### config.mk
export PLATFORM = sky130hd
export DESIGN_NAME = core_id_reg_wr_arbiter
export DESIGN_NICKNAME = d
export VERILOG_FILES = /design/src/rtl/core_id_reg_wr_arbiter.sv
export SDC_FILE = /design/constraint.sdc
export NUM_CORES = 1
export LEC_CHECK = 0
export CORE_MARGIN = 2
export CORE_UTILIZATION = 34
export DETAILED_ROUTE_END_ITERATION = 7
export PLACE_DENSITY = 0.76
export REMOVE_ABC_BUFFERS = 1
export SYNTH_ARGS = -nofsm -noshare
export SYNTH_HDL_FRONTEND = slang
export SYNTH_SLANG_ARGS = --single-unit
### constraint.sdc
create_clock -name clk -period 1.9 [get_ports clk]
set_input_delay 0.38 -clock clk [delete_from_list [all_inputs] [get_ports clk]]
set_output_delay 0.38 -clock clk [all_outputs]
set_load 0.005 [all_outputs]
### src/rtl/core_id_reg_wr_arbiter.sv
// ID-stage register-file write arbiter: LSU priority with EX anti-starvation.
// Optional post-reset x1..x31 clear enabled by REG_INIT_CLEAR_EN.
module core_id_reg_wr_arbiter #(
  parameter int DATA_W     = 32,
  parameter int ADDR_W     = 5,
  parameter int STARVE_MAX = 3
) (
  input  logic              clk,
  input  logic              rst_n,
  input  logic              ex_valid,
  output logic              ex_ready,
  input  logic [ADDR_W-1:0] ex_addr,
  input  logic [DATA_W-1:0] ex_data,
  input  logic              lsu_valid,
  output logic              lsu_ready,
  input  logic [ADDR_W-1:0] lsu_addr,
  input  logic [DATA_W-1:0] lsu_data,
  output logic [ADDR_W-1:0] rf_write_addr,
  output logic [DATA_W-1:0] rf_write_data,
  output logic              rf_write_en,
  output logic              init_busy
);

  localparam int CW = $clog2(STARVE_MAX + 1);

  logic [CW-1:0]     starve_q, starve_d;
  logic              wr_en_q, wr_en_d;
  logic [ADDR_W-1:0] wr_addr_q, wr_addr_d;
  logic [DATA_W-1:0] wr_data_q, wr_data_d;
  logic              in_init;
  logic              ex_force;

`ifdef REG_INIT_CLEAR_EN
  typedef enum logic {
    S_INIT,
    S_RUN
  } state_e;

  state_e            state_q, state_d;
  logic [ADDR_W-1:0] init_addr_q, init_addr_d;

  assign in_init = (state_q == S_INIT);

  always_comb begin
    state_d     = state_q;
    init_addr_d = init_addr_q;
    if (in_init) begin
      init_addr_d = init_addr_q + ADDR_W'(1);
      if (init_addr_q == ADDR_W'(31)) begin
        state_d = S_RUN;
      end
    end
  end

  always_ff @(posedge clk or negedge rst_n) begin
    if (!rst_n) begin
      state_q     <= S_INIT;
      init_addr_q <= ADDR_W'(1);
    end else begin
      state_q     <= state_d;
      init_addr_q <= init_addr_d;
    end
  end
`else
  assign in_init = 1'b0;
`endif

  assign init_busy = in_init;

  // Grant: LSU wins unless EX has been refused STARVE_MAX cycles in a row.
  always_comb begin
    ex_force  = (starve_q == CW'(STARVE_MAX));
    lsu_ready = 1'b0;
    ex_ready  = 1'b0;
    if (!in_init) begin
      lsu_ready = lsu_valid && !(ex_valid && ex_force);
      ex_ready  = ex_valid && !lsu_ready;
    end
  end

  always_comb begin
    starve_d = starve_q;
    if (ex_ready || !ex_valid) begin
      starve_d = '0;
    end else if (!ex_force) begin
      starve_d = starve_q + CW'(1);
    end
  end

  // x0 transfers complete the handshake but leave the port idle.
  always_comb begin
    wr_en_d   = 1'b0;
    wr_addr_d = wr_addr_q;
    wr_data_d = wr_data_q;
`ifdef REG_INIT_CLEAR_EN
    if (in_init) begin
      wr_en_d   = 1'b1;
      wr_addr_d = init_addr_q;
      wr_data_d = '0;
    end else
`endif
    if (lsu_ready) begin
      if (lsu_addr != '0) begin
        wr_en_d   = 1'b1;
        wr_addr_d = lsu_addr;
        wr_data_d = lsu_data;
      end
    end else if (ex_ready) begin
      if (ex_addr != '0) begin
        wr_en_d   = 1'b1;
        wr_addr_d = ex_addr;
        wr_data_d = ex_data;
      end
    end
  end

  always_ff @(posedge clk or negedge rst_n) begin
    if (!rst_n) begin
      starve_q  <= '0;
      wr_en_q   <= 1'b0;
      wr_addr_q <= '0;
      wr_data_q <= '0;
    end else begin
      starve_q  <= starve_d;
      wr_en_q   <= wr_en_d;
      wr_addr_q <= wr_addr_d;
      wr_data_q <= wr_data_d;
    end
  end

  assign rf_write_en   = wr_en_q;
  assign rf_write_addr = wr_addr_q;
  assign rf_write_data = wr_data_q;

endmodule

==> impl_results.md <==
* Via density at 4.71
* WP data arrival at 2040 ps
* Root Buffer: clkbuf_8
* Mux cell area share after synthesis at 44.2%
* Worst setup SP type: flip-flop
* Vias in the first global route at 1753
* Worst reg2reg path depth at 7
* Commonest non-fill, non-tap cells in the layout: 105 x clkdlybuf4s50_1, 40 x mux2_2, 40 x dfrtp_1, 34 x mux2_4
* Fraction of the mapped netlist area in simple logic gates at 1.71%
* Core Area at 5850 um2
* Row cnt at 28
* Fraction of the mapped netlist area in compound gates at 1.28%
* HP Class: in -> async
* Final setup violation count at 0
* Switching share of total power at 23.4%
* CTS tree: yes
* I/O pin cnt at 119
* Setup TNS at 0 ps
* Largest area contributor in the netlist: dfrtp_1
* Sequential area share after synthesis at 48.9%
* Clock slew at reported path FFs at 80 ps
* Status: completed
* Total Routing Usage GR at 17.1%
* Total Nets Final at 350
* Critical path's largest stage delay at 390 ps
* Final Non-Filler Cells at 347
* Post-Route WL at 5.73 mm
* Clock Power Share at 27.5%
* Comb power frac at 32.2%
* DR vias at 1633
* Post-route ant nets at 0
* Net Sw Power at 0.592 mW
* Synth cell types at 16
* Max Root-Sink Buffers at 2
* Synthesized cell area at 2050 um2
* Hold-fix buffers at CTS at 0
* Dpl cell area at 3420 um2
* CP endpoint kind: flip-flop
* GP Congestion at 0.678
* Worst r2r src: starve_q[0]$_DFFE_PN0P_
* Number of antenna diodes at 0
* Critical path fanouts, max at 7
* Hold WS at 34.4 ps
* Max Cap Viol at 0
* Area growth, synth to finish at 82.8%
* Min Tclk post-route at 1860 ps
* Initial DRC count at 27
* Largest family of logic cells by synthesized area: multiplexers
* Routed len/inst at 16.5 um
* Placed Instances at 328
* FF-to-FF End: rf_write_data[27]$_DFFE_PN0P_
* R2R setup slack at 40 ps
* Die area at 6650 um2
* Final instance area at 3740 um2
* Synth Area in Adders at 0.612%
* Static Leak at 1.65 nW
* Place WS at -369 ps
* Crit path max-delay cell type: dfrtp_1
* Hold Vio Cnt, Final at 0
* Worst clock skew at 3.23 ps
* Synth Register Bits at 40
* Post-synthesis xor/xnor area fraction at 0%
* Die span in y at 81.6 um
* Synth top area cells: dfrtp_1 49%, mux2_2 30%, mux2_4 14%
* TritonRoute pass-1 iters at 4
* Syn avg cell area at 15.2 um2
* Share of the synthesized area in the top cell type at 48.9%
* Unrepaired setup endpoints after global routing: yes
* Most common cell after layout, fill and taps aside: clkdlybuf4s50_1
* Skew-Pair Late Insertion Delay at 290 ps
* Max Clk Rate at 0.539 GHz
* Cts bufs inserted at 5
* Post-Synthesis Cells at 135
* Pint at 1.94 mW
* Reg power frac at 40.3%
* CP cell instances: ha_2 -> a21boi_4 -> buf_6 -> buf_6 -> clkbuf_16 -> mux2_2 -> mux2_4
* I/O Buffers at 117
* Worst VDD drop at 355 uV
* Initial antenna violation count at 0
* Clock sink total at 40
* Die Span X at 81.6 um
* Hpwl dp at 3.77 mm
* Power Density at 677 nW/um2
* Most common cell on crit path: buf_6
* Syn. warnings at 0
* Remaining DRCs at 0
* Gr ovfl total at 0
* First-pass GRT wire length at 8.63 mm
* # H-tree levels at 2
* Layout cells sized above 1 at 40.8%
* Final Cycle Share at 97.7%
* Slew Viols, Final at 0
* Initial Utilization at 35.0%
* Worst endpoint required time at 2080 ps
* Pin count of the biggest net entering global routing at 22
* Worst setup margin at 43.7 ps
* Critical path class: reg -> reg
area by class of cell:
class                   instances  area [um2]
repair buffers                138        1450
clock buffers                   5        68.8
clock inverters                 3        42.5
fillers                       469        2110
multi-input cells              86        1080
well taps                      75        93.8
flip-flops and latches         40        1000
power groups by stage:
stage,registers [mW],logic [mW],clock network (mW)
after floorplan,1.04,0.263,0
after global placement,1.03,0.743,0
after detailed placement,1.03,0.750,0
after CTS,1.02,0.854,0.724
after global routing,1.04,0.870,0.762
final,1.02,0.814,0.696
stage by stage:
stage	utilization, %	power, mW
2_1_floorplan	-	1.30
3_3_place_gp	58.5	1.77
3_5_place_dp	58.5	1.78
4_1_cts	65.1	2.60
5_1_grt	63.9	2.67
6_report	63.9	2.53
routing by layer:
| layer | vias up | global-route usage [%] | wire [um] |
|---|---|---|---|
| li1 | 755 | - | - |
| met1 | 790 | 21.4 | 2370 |
| met2 | 79 | 28.2 | 2720 |
| met3 | 9 | 6.37 | 546 |
| met4 | 0 | 4.33 | 89 |
| met5 | - | 0 | 0 |
critical path: cells and delay by family, from the launching register on:
| kind | cells | cell delay [ps] |
|---|---|---|
| adder cells (fa/ha/maj) | 1 | 200 |
| buffers and inverters | 3 | 390 |
| AO/OA/AOI/OAI | 1 | 170 |
| flip-flops | 1 | 390 |
| multiplexers | 2 | 580 |
Yosys cell counts (all sizes together):
cell     n
mux2    74
and3     1
nand2    1
o21ai    3
conb     1
ha       1
or4      2
nor2     1
clkbuf   3
a21boi   1
nor2b    1
buf      6
dfrtp   40
cells by family after synthesis:
logic type               count (synthesis)
AND/OR/NAND/NOR                          6
flip-flops                              40
other                                    1
AO/OA/AOI/OAI                            4
multiplexers                            74
buffers and inverters                    9
adder cells (fa/ha/maj)                  1
how the worst max path moves through the flow:
stage	slack (ps)	cells past startpoint	start	end
2_1_floorplan	-2190	5	starve_q[0]$_DFFE_PN0P_	rf_write_data[10]$_DFFE_PN0P_
3_3_place_gp	-350	6	lsu_addr[0]	rf_write_data[3]$_DFFE_PN0P_
3_5_place_dp	-370	6	lsu_addr[0]	rf_write_data[29]$_DFFE_PN0P_
4_1_cts	-100	10	starve_q[1]$_DFFE_PN0P_	rf_write_data[17]$_DFFE_PN0P_
5_1_grt	-30	8	starve_q[0]$_DFFE_PN0P_	rf_write_data[20]$_DFFE_PN0P_
6_report	40	7	starve_q[0]$_DFFE_PN0P_	rf_write_data[27]$_DFFE_PN0P_
what timing repair did:
item | CTS | global route
resized for setup | 36 | 14
setup endpoints to repair | 36 | 38
setup buffers | 11 | 2
pin swaps | 7 | 3
gates cloned | 4 | 2
flip-flops by register name (all words and copies together), names as in the netlist:
register	flops
rf_write_data	32
starve_q	2
rf_write_en	1
rf_write_addr	5
No activity file was read; power rests on OpenSTA's default activity.
